`src/rtl/sid_filters_mc.sv`:
```
// ---------------------------------------------------------------------------
// sid_filters_mc
//   Time-multiplexed, multi-channel SID state-variable filter and output
//   mixer. One frame carries one sample per SID. The frame is captured on
//   in_valid & in_ready, and the channels are then processed in order
//   0..CHANNELS-1 through one shared multiplier. Each channel keeps its own
//   integrator state (Vhp/Vbp/Vlp) from one frame to the next.
//
//   Per-channel schedule:
//     MIX1..MIX4, then ITERS x (SVF1..SVF4), then FSUM, then VOL.
//   That is 6 + 4*ITERS cycles per channel. After the last channel a
//   single DONE cycle raises out_valid, and the FSM then returns to IDLE.
//
// Ports
//   clk, rst       clock, synchronous active-high reset
//   in_valid       frame start, accepted only while in_ready=1
//   in_ready       high while the block is idle
//   f0             per-channel cutoff coefficient w0 (unsigned, MSB 0)
//   res_filt       per-channel [7:4] resonance, [3:0] route ext,v3,v2,v1
//   mode_vol       per-channel [7] v3off, [6] HP, [5] BP, [4] LP, [3:0] vol
//   voice1/2/3     per-channel signed voice samples
//   ext_in         per-channel signed external input
//   enable         0: output mixes the filter input Vi instead of Vf
//   mode           1: Vf unscaled, 0: Vf - (Vf >>> 2)
//   mixctl         [1] mute unfiltered path, [0] mute filtered path
//   sound          per-channel signed output lanes, registered
//   out_valid      one-cycle pulse when all sound lanes have been updated
// ---------------------------------------------------------------------------
module sid_filters_mc #(
  parameter int CHANNELS  = 2,
  parameter int DW        = 18,
  parameter int ITERS     = 1,
  parameter int DC_OFFSET = 16384
) (
  input  logic                   clk,
  input  logic                   rst,
  input  logic                   in_valid,
  output logic                   in_ready,
  input  logic [CHANNELS*DW-1:0] f0,
  input  logic [CHANNELS*8-1:0]  res_filt,
  input  logic [CHANNELS*8-1:0]  mode_vol,
  input  logic [CHANNELS*DW-1:0] voice1,
  input  logic [CHANNELS*DW-1:0] voice2,
  input  logic [CHANNELS*DW-1:0] voice3,
  input  logic [CHANNELS*DW-1:0] ext_in,
  input  logic                   enable,
  input  logic                   mode,
  input  logic [1:0]             mixctl,
  output logic [CHANNELS*DW-1:0] sound,
  output logic                   out_valid
);

  localparam int CW = (CHANNELS > 1) ? $clog2(CHANNELS) : 1;
  localparam int IW = 2;
  // Working width: large enough for a full DW x DW product plus headroom.
  localparam int W2 = 2*DW + 2;
  localparam logic signed [W2-1:0] WMAX = {{(W2-DW+1){1'b0}}, {(DW-1){1'b1}}};
  localparam logic signed [W2-1:0] WMIN = {{(W2-DW+1){1'b1}}, {(DW-1){1'b0}}};
  localparam logic signed [DW-1:0] DC   = DW'(DC_OFFSET);

  typedef enum logic [3:0] {
    IDLE, MIX1, MIX2, MIX3, MIX4, SVF1, SVF2, SVF3, SVF4, FSUM, VOL, DONE
  } state_t;

  state_t state, state_next;

  // Sign-extend a sample to the working width.
  function automatic logic signed [W2-1:0] wide(input logic signed [DW-1:0] a);
    return W2'(a);
  endfunction

  // Clamp a working-width value to the signed DW sample range.
  function automatic logic signed [DW-1:0] sat(input logic signed [W2-1:0] x);
    logic signed [DW-1:0] r;
    if (x > WMAX)      r = WMAX[DW-1:0];
    else if (x < WMIN) r = WMIN[DW-1:0];
    else               r = x[DW-1:0];
    return r;
  endfunction

  function automatic logic signed [DW-1:0] sadd(input logic signed [DW-1:0] a,
                                                input logic signed [DW-1:0] b);
    return sat(wide(a) + wide(b));
  endfunction

  function automatic logic signed [DW-1:0] ssub(input logic signed [DW-1:0] a,
                                                input logic signed [DW-1:0] b);
    return sat(wide(a) - wide(b));
  endfunction

  // Resonance to damping factor q, in units of 1/1024.
  function automatic logic [10:0] qtab(input logic [3:0] r);
    logic [10:0] q;
    case (r)
      4'd0:    q = 11'd1433;
      4'd1:    q = 11'd1313;
      4'd2:    q = 11'd1202;
      4'd3:    q = 11'd1104;
      4'd4:    q = 11'd1024;
      4'd5:    q = 11'd938;
      4'd6:    q = 11'd859;
      4'd7:    q = 11'd788;
      4'd8:    q = 11'd716;
      4'd9:    q = 11'd656;
      4'd10:   q = 11'd601;
      4'd11:   q = 11'd552;
      4'd12:   q = 11'd512;
      4'd13:   q = 11'd469;
      4'd14:   q = 11'd429;
      default: q = 11'd394;
    endcase
    return q;
  endfunction

  // Captured frame. Input changes after acceptance do not affect the frame.
  logic signed [DW-1:0] f0_q  [CHANNELS];
  logic signed [DW-1:0] v1_q  [CHANNELS];
  logic signed [DW-1:0] v2_q  [CHANNELS];
  logic signed [DW-1:0] v3_q  [CHANNELS];
  logic signed [DW-1:0] ext_q [CHANNELS];
  logic [7:0]           rf_q  [CHANNELS];
  logic [7:0]           mv_q  [CHANNELS];
  logic                 en_q;
  logic                 mode_q;
  logic [1:0]           mixctl_q;

  // Per-channel integrators, kept from one frame to the next.
  logic signed [DW-1:0] vhp [CHANNELS];
  logic signed [DW-1:0] vbp [CHANNELS];
  logic signed [DW-1:0] vlp [CHANNELS];

  // Working registers for the channel currently being processed.
  logic signed [DW-1:0] vi;
  logic signed [DW-1:0] vnf;
  logic signed [DW-1:0] hp_tmp;
  logic signed [DW-1:0] mix_r;
  logic signed [DW-1:0] stage [CHANNELS];
  logic [CW-1:0]        ch;
  logic [IW-1:0]        iter;

  // Shared multiplier operands and result.
  logic signed [DW-1:0] mul_a;
  logic signed [DW-1:0] mul_b;
  logic signed [W2-1:0] prod;

  // Output-mix terms.
  logic signed [DW-1:0] vf_acc;
  logic signed [DW-1:0] vf_scaled;
  logic signed [DW-1:0] nf_part;
  logic signed [DW-1:0] f_part;
  logic signed [DW-1:0] mix_next;
  logic signed [DW-1:0] vol_res;

  logic [3:0] route;
  logic       v3off;
  logic       last_ch;
  logic       last_iter;

  assign in_ready  = (state == IDLE);
  assign route     = rf_q[ch][3:0];
  assign v3off     = mv_q[ch][7];
  assign last_ch   = (ch == CW'(CHANNELS-1));
  assign last_iter = (iter == IW'(ITERS-1));

  // Capture every input lane when a frame is accepted.
  always_ff @(posedge clk) begin
    if (in_valid && in_ready) begin
      for (int i = 0; i < CHANNELS; i++) begin
        f0_q[i]  <= f0[i*DW +: DW];
        v1_q[i]  <= voice1[i*DW +: DW];
        v2_q[i]  <= voice2[i*DW +: DW];
        v3_q[i]  <= voice3[i*DW +: DW];
        ext_q[i] <= ext_in[i*DW +: DW];
        rf_q[i]  <= res_filt[i*8 +: 8];
        mv_q[i]  <= mode_vol[i*8 +: 8];
      end
      en_q     <= enable;
      mode_q   <= mode;
      mixctl_q <= mixctl;
    end
  end

  // Only one product is needed per cycle. SVF1/SVF2 scale by w0, SVF3
  // scales by q, and VOL scales by the 4-bit volume.
  always_comb begin
    mul_a = '0;
    mul_b = '0;
    case (state)
      SVF1: begin mul_a = vhp[ch]; mul_b = f0_q[ch]; end
      SVF2: begin mul_a = vbp[ch]; mul_b = f0_q[ch]; end
      SVF3: begin mul_a = vbp[ch]; mul_b = DW'(qtab(rf_q[ch][7:4])); end
      VOL:  begin mul_a = mix_r;   mul_b = DW'(mv_q[ch][3:0]); end
      default: ;
    endcase
  end

  assign prod    = wide(mul_a) * wide(mul_b);
  assign vol_res = sat(prod >>> 3);

  // Filter output selection and the two-path mix. These terms are
  // consumed in FSUM, after the final sub-step has updated the integrators.
  always_comb begin
    vf_acc = '0;
    if (mv_q[ch][5]) vf_acc = vbp[ch];
    if (mv_q[ch][4]) vf_acc = sadd(vf_acc, vlp[ch]);
    if (mv_q[ch][6]) vf_acc = sadd(vf_acc, vhp[ch]);
    vf_scaled = mode_q ? vf_acc : ssub(vf_acc, vf_acc >>> 2);
    nf_part   = mixctl_q[1] ? DW'(0) : vnf;
    f_part    = en_q ? (mixctl_q[0] ? DW'(0) : vf_scaled) : vi;
    mix_next  = sadd(nf_part, f_part);
  end

  // State register.
  always_ff @(posedge clk) begin
    if (rst) state <= IDLE;
    else     state <= state_next;
  end

  // Next-state logic. The SVF loop repeats ITERS times before FSUM, and the
  // channel loop repeats until the last channel's VOL.
  always_comb begin
    state_next = state;
    case (state)
      IDLE:    if (in_valid) state_next = MIX1;
      MIX1:    state_next = MIX2;
      MIX2:    state_next = MIX3;
      MIX3:    state_next = MIX4;
      MIX4:    state_next = SVF1;
      SVF1:    state_next = SVF2;
      SVF2:    state_next = SVF3;
      SVF3:    state_next = SVF4;
      SVF4:    state_next = last_iter ? FSUM : SVF1;
      FSUM:    state_next = VOL;
      VOL:     state_next = last_ch ? DONE : MIX1;
      DONE:    state_next = IDLE;
      default: state_next = IDLE;
    endcase
  end

  // Datapath. Finished lanes are kept in a staging buffer, so all sound
  // lanes change together in the cycle that out_valid goes high.
  always_ff @(posedge clk) begin
    if (rst) begin
      for (int i = 0; i < CHANNELS; i++) begin
        vhp[i]   <= '0;
        vbp[i]   <= '0;
        vlp[i]   <= '0;
        stage[i] <= '0;
      end
      sound     <= '0;
      out_valid <= 1'b0;
      vi        <= '0;
      vnf       <= '0;
      hp_tmp    <= '0;
      mix_r     <= '0;
      ch        <= '0;
      iter      <= '0;
    end else begin
      out_valid <= 1'b0;
      case (state)
        IDLE: begin
          ch   <= '0;
          iter <= '0;
        end
        MIX1: begin
          vi  <= route[0] ? v1_q[ch] : DW'(0);
          vnf <= route[0] ? DC : sadd(DC, v1_q[ch]);
        end
        MIX2: begin
          if (route[1]) vi  <= sadd(vi, v2_q[ch]);
          else          vnf <= sadd(vnf, v2_q[ch]);
        end
        MIX3: begin
          // With v3off set, an unrouted voice 3 is dropped completely.
          if (route[2])    vi  <= sadd(vi, v3_q[ch]);
          else if (!v3off) vnf <= sadd(vnf, v3_q[ch]);
        end
        MIX4: begin
          if (route[3]) vi  <= sadd(vi, ext_q[ch]);
          else          vnf <= sadd(vnf, ext_q[ch]);
        end
        SVF1: vbp[ch] <= sat(wide(vbp[ch]) - (prod >>> (DW+1)));
        SVF2: vlp[ch] <= sat(wide(vlp[ch]) - (prod >>> (DW+1)));
        SVF3: hp_tmp  <= sat((prod >>> 10) - wide(vlp[ch]));
        SVF4: begin
          vhp[ch] <= ssub(hp_tmp, vi);
          iter    <= last_iter ? IW'(0) : iter + IW'(1);
        end
        FSUM: mix_r <= mix_next;
        VOL: begin
          stage[ch] <= vol_res;
          if (last_ch) begin
            out_valid <= 1'b1;
            for (int i = 0; i < CHANNELS; i++)
              sound[i*DW +: DW] <= (CW'(i) == ch) ? vol_res : stage[i];
          end else begin
            ch <= ch + CW'(1);
          end
        end
        default: ;
      endcase
    end
  end

endmodule

```
`config.mk`:
```
export PLATFORM = sky130hd
export DESIGN_NAME = sid_filters_mc
export DESIGN_NICKNAME = d
export VERILOG_FILES = /design/src/rtl/sid_filters_mc.sv
export SDC_FILE = /design/constraint.sdc
export NUM_CORES = 2
export LEC_CHECK = 0
export ABC_AREA = 0
export BUFFER_PORTS_ARGS = -buffer_cell sky130_fd_sc_hd__buf_2
export CAP_MARGIN = 15
export CORE_ASPECT_RATIO = 2
export CORE_MARGIN = 4
export CORE_UTILIZATION = 30
export CTS_BUF_LIST = sky130_fd_sc_hd__clkbuf_16
export CTS_CLUSTER_SIZE = 30
export DETAILED_ROUTE_END_ITERATION = 10
export PLACE_DENSITY = 0.45
export SLEW_MARGIN = 20
export SYNTH_ARGS = -nofsm -noshare
export SYNTH_HDL_FRONTEND = slang
export SYNTH_SLANG_ARGS = --single-unit
```
`constraint.sdc`:
```
create_clock -name clk -period 13.2 [get_ports clk]
set_clock_uncertainty 0.1 [all_clocks]
set_input_delay 1.32 -clock clk [delete_from_list [all_inputs] [get_ports clk]]
set_output_delay 1.32 -clock clk [all_outputs]
set_load 0.005 [all_outputs]
```
-- Word-level counts from Yosys, hierarchy flattened
Memory sizes are Yosys's and may differ from the RTL's. A register that Yosys moved wholly into a read port is not among the register bits.
Index checks and enable logic that the tools add are counted.
- register bits after elaboration: 120
- bits in writable memories: 356
- memory bits (read-only): 176
- input bits: 219
- output and inout bits: 38
- memories: 12
- add/subtract/negate cells: 17
- multipliers: 1
- order comparisons: 32
- eq/ne operators: 18
- mux-type cells: 115
- bitwise operators: 1
- reductions and logical operators: 16
- memories (memory ; words ; width ; rd ports ; clocked after Yosys merged registers in ; wr ports ; RTL line ; source):
    (name not given) ; 16 ; 11 ; 1 ; 0 ; 0 ; 94 ; case (r)
    ext_q ; 2 ; 18 ; 1 ; 1 ; 2 ; 120 ; logic signed [DW-1:0] ext_q [CHANNELS];
    f0_q ; 2 ; 18 ; 1 ; 1 ; 2 ; 116 ; logic signed [DW-1:0] f0_q [CHANNELS];
    stage ; 2 ; 18 ; 1 ; 1 ; 2 ; 137 ; logic signed [DW-1:0] stage [CHANNELS];
    v1_q ; 2 ; 18 ; 1 ; 1 ; 2 ; 117 ; logic signed [DW-1:0] v1_q [CHANNELS];
    v2_q ; 2 ; 18 ; 1 ; 1 ; 2 ; 118 ; logic signed [DW-1:0] v2_q [CHANNELS];
    +6 memories ; n/a ; n/a ; n/a ; n/a ; n/a ; n/a ;
- operators by type and width (operator ; count):
    2-to-1 mux 18 bit ; 58
    greater-than comparator 19 x 18 -> 1 bit, second input constant ; 14
    < comparator 19 x 18 -> 1 bit, second input constant ; 14
    adder 18 x 18 -> 19 bit ; 9
    case mux 18 bit (4 select lines) ; 2
    case mux 18 bit (3 select lines) ; 2
    OR reduction 18 bit ; 4
    2-to-1 mux 1 bit ; 46
    case mux 4 bit (11 select lines) ; 1
    subtractor 18 x 17 -> 19 bit ; 2
    multiplier 18 x 18 -> 36 bit ; 1
    greater-than comparator 33 x 18 -> 1 bit, second input constant ; 1
    < comparator 33 x 18 -> 1 bit, second input constant ; 1
    greater-than comparator 27 x 18 -> 1 bit, second input constant ; 1
    < comparator 27 x 18 -> 1 bit, second input constant ; 1
    subtractor 26 x 18 -> 27 bit ; 1
    adder 16 x 18 -> 19 bit, first input constant ; 1
    subtractor 18 x 16 -> 19 bit ; 1
    subtractor 18 x 18 -> 19 bit ; 1
    == test 4 x 3 -> 1 bit, second input constant ; 4
    inequality test 2 bit, second input constant ; 8
    == test 4 bit, second input constant ; 3
    2-to-1 mux 4 bit ; 3
    == test 4 x 2 -> 1 bit, second input constant ; 2
    other kinds (16) ; 19

-- Longest topological paths before layout
- depth in word-level cells: 22
- depth in mapped cells: 61

-- Worst setup path after synthesis
OpenSTA, ideal clock, no wires.
- path kind: reg2reg
- start point: register (tool-made name)
- end point: register mix_r[13]
- library setup time: 86 ps
- arrival time: 12929 ps
- path slack: 85 ps
- cell stages (with the launch flop): 60
- path buffers: 10
- cell sequence: dfxtp_1 buf_2 buf_2 buf_2 buf_4 buf_4 buf_2 buf_2 buf_2 buf_1 mux2i_1 inv_1 ha_1 fa_1 a21o_1 a21o_1 a311oi_1 o31ai_1 (+24 left out) a211oi_1 nor3b_1 o31ai_1 nor2_1 nor2_1 nor2_1 o41ai_1 ha_1 a21o_1 a21oi_1 o21ai_0 a31oi_1 a21oi_1 a41o_1 or4b_2 and3_1 maj3_1 a211oi_1
- RTL lines (what ; RTL line ; source):
    end signal: assignment ; 289 ; FSUM: mix_r <= mix_next;
    end: declaration ; 136 ; logic signed [DW-1:0] mix_r;

==> flow_summary.toml <==
[final_layout]
instances_no_fill = 7413
n_fill_cell = 15644
area_growth_pct = 14.4
drive_above_1_share = 0.136
multi_input_area_um2 = 30800
layout.nets = 6245
register_area_um2 = 12600

[die]
io_pins = 257
rows = 202
floorplan.initialDensity = 0.302
die_w_um = 285
die-height_um = 561
dieArea_um2 = 160000
core_um2 = 152000

[synthesis]
synth_area_um2 = 45900
synthFlopType = "edfxtp_1"
synth_area_leaders = "edfxtp_1, fa_1, ha_1, dfxtp_1, nand2_1"
syn_nets = 5922
synthCells = 5003
synth_top_area_frac = 0.224
synth.most_common_cell = "nand2_1"
ys_async_sr_fraction = 0
ys_ff_latch = 459
avgSynthCellArea_um2 = 9.18
yosysWarningCount = 0
yosysTopAreaCell = "edfxtp_1"
synthTopCellsByCount = "nand2_1, inv_1, nor2_1"
yosysUniqueCellTypes = 102
ys_seq_area_frac = 0.275
synth_edf_count = 342

[global_routing]
gr-usage-all-layers = 0.236
grt_pass1_wl_um = 277000
antenna_found_initial = 7
grt_pass1_vias = 41991
grt_start_max_net_pins = 73
grt_overflow = 0

[route]
detail-route-antenna-nets = 0
wl_per_cell_um = 26.1
drtIter0Drc = 2068
vias = 39713
vias_per_cell = 5.36
wl_um = 193000
drcViolationCount = 0
first_pass_iters = 7

[worst_setup_path]
crit_type = "flip-flop to flip-flop"
r2r-end = "vbp[0][1]"
reg2reg_depth = 39
worst_path_max_delay_cell = "xnor2_1"
start_kind = "flip-flop"
required_ps = 13600
cp_slowest_stage_delay_ps = 750
r2r_slack_ps = 730
worstPathArrival_ps = 12870
crit_fanout = 59
end_kind = "flip-flop"

[worst_hold_path]
hold_depth = 2
hold_end = "sound[9]"
hold_path_class = "flip-flop to flip-flop"
min_from = "sound[9]"

[timing]
finalCriticalPeriod_ps = 12470
setup_violations = 0
slew_headroom = 0.166
tightestPinTransition_ps = 1240
clock.fmax_mhz = 80.2
rsz0062_at_grt = "no"
period_share = 0.944
slew_violations = 0
final_hold_viol_count = 0

[clock_network]
clockBufferDepth = 3
clock_latency_ps = 700
numCtsBuffers = 51
htreeDepth = 2
cts_tree = "built"
clkSinkCount = 459
clk_pin_slew_worst_paths_ps = 60
root_buffer = "clkbuf_16"

[placement]
finalWeightedCongestion = 0.961
io_buffers = 256
dp_hpwl_um = 162000
dpl.cell_count = 7305

[pwr]
pwr_density_cell_nw_per_um2 = 99.5
power_uw = 5230
leakagePower_uw = 0.0229
vdd_drop_max_mv = 0.161

[run]
cap_violations = 0

[outcome]
status = "finished, final reports clean"
==> layout by cell type (no fill, tap or decap), drive strengths merged, types with 39 or more instances in the layout <==
cell type,n
and3,49
xor2,84
and2,39
nand2,534
nor2,359
xnor2,143
nand3,82
a21oi,347
clkbuf,52
nand2b,78
fa,343
o21ai,240
dfxtp,117
a21o,111
ha,357
a211oi,63
o21a,59
nor3,78
mux2,100
buf,455
nor2b,57
edfxtp,342
o22ai,65
mux2i,86
o211ai,48
inv,542
a31oi,39
==> repair_timing <==
item                                    in CTS  in global routing
hold buffers                                 0                  0
resized for setup                            2                 13
setup buffers                                0                  8
endpoints found under the setup margin       2                 18
pin swaps                                    0                  1
==> logic make-up after synthesis <==
| family | count (synthesis) | synth area share |
|---|---|---|
| adder cells (fa/ha/maj) | 708 | 0.248 |
| flip-flops | 459 | 0.275 |
| AND/OR/NAND/NOR | 1404 | 0.141 |
| XOR/XNOR | 227 | 0.0434 |
| multiplexers | 186 | 0.0433 |
| buffers and inverters | 707 | 0.0590 |
| AO/OA/AOI/OAI | 1312 | 0.190 |
==> sequential cells by signal, indices dropped and copies added, names as in the netlist, 36 cells and up, named ones only <==
signal,flops
ext_q,36
f0_q,36
sound,36
v1_q,36
v2_q,36
v3_q,36
vbp,36
vhp,36
vlp,36
==> cell type report <==
type	count	share of cell area
Multi-Input combinational cell	3837	0.586
Sequential cell	459	0.240
Timing Repair Buffer	455	0.0554
Tap cell	2040	0.0486
Inverter	522	0.0373
Clock buffer	52	0.0248
Clock inverter	44	0.00783
Antenna cell	4	0.000191
==> metal layers <==
layer | routed length (µm) | up-vias | GRT usage
li1 | - | 18405 | -
met1 | 57700 | 19513 | 0.200
met2 | 104000 | 1189 | 0.456
met3 | 6300 | 606 | 0.0252
met4 | 25300 | 0 | 0.246
met5 | 0 | - | 0
==> where the power goes <==
part / switching (µW) / total, µW / internal, µW / leakage, µW
logic: 1240 / 1960 / 715 / 0.0177
registers: 87.1 / 1750 / 1660 / 0.00430
clock network: 707 / 1520 / 812 / 0.000862
total: 2040 / 5230 / 3190 / 0.0229
==> worst max-delay path by stage <==
stage                    from        end  slack, ps  cells past startpoint
global placement    flip-flop  mix_r[14]        130                     51
floorplan           flip-flop  mix_r[13]         90                     59
CTS                 flip-flop  mix_r[13]        170                     51
finish              flip-flop  vbp[0][1]        730                     39
detailed placement  flip-flop  mix_r[13]        -70                     50
global route        flip-flop  mix_r[14]         10                     50
==> through the flow <==
step | util | instance area [µm²] | TNS [ps] | setup slack, ps | hold slack (ps)
global route | 0.346 | 52500 | 0 | 12.2 | 372
finish | 0.346 | 52500 | 0 | 734 | 353
global placement | 0.333 | 50600 | 0 | 129 | 344
detailed placement | 0.333 | 50600 | -134 | -67.2 | 346
floorplan | - | 45900 | 0 | 85.0 | 332
CTS | 0.345 | 52400 | 0 | 165 | 355
==> worst max-delay path, delay by kind of cell (launching register included) <==
kind | cells | cell delay, ps
AO/OA/AOI/OAI | 13 | 3660
XOR/XNOR | 1 | 750
adder cells (fa/ha/maj) | 9 | 4130
multiplexers | 2 | 830
flip-flops | 1 | 490
buffers and inverters | 10 | 1320
AND/OR/NAND/NOR | 4 | 760
Power figures use the tool's default switching activity.
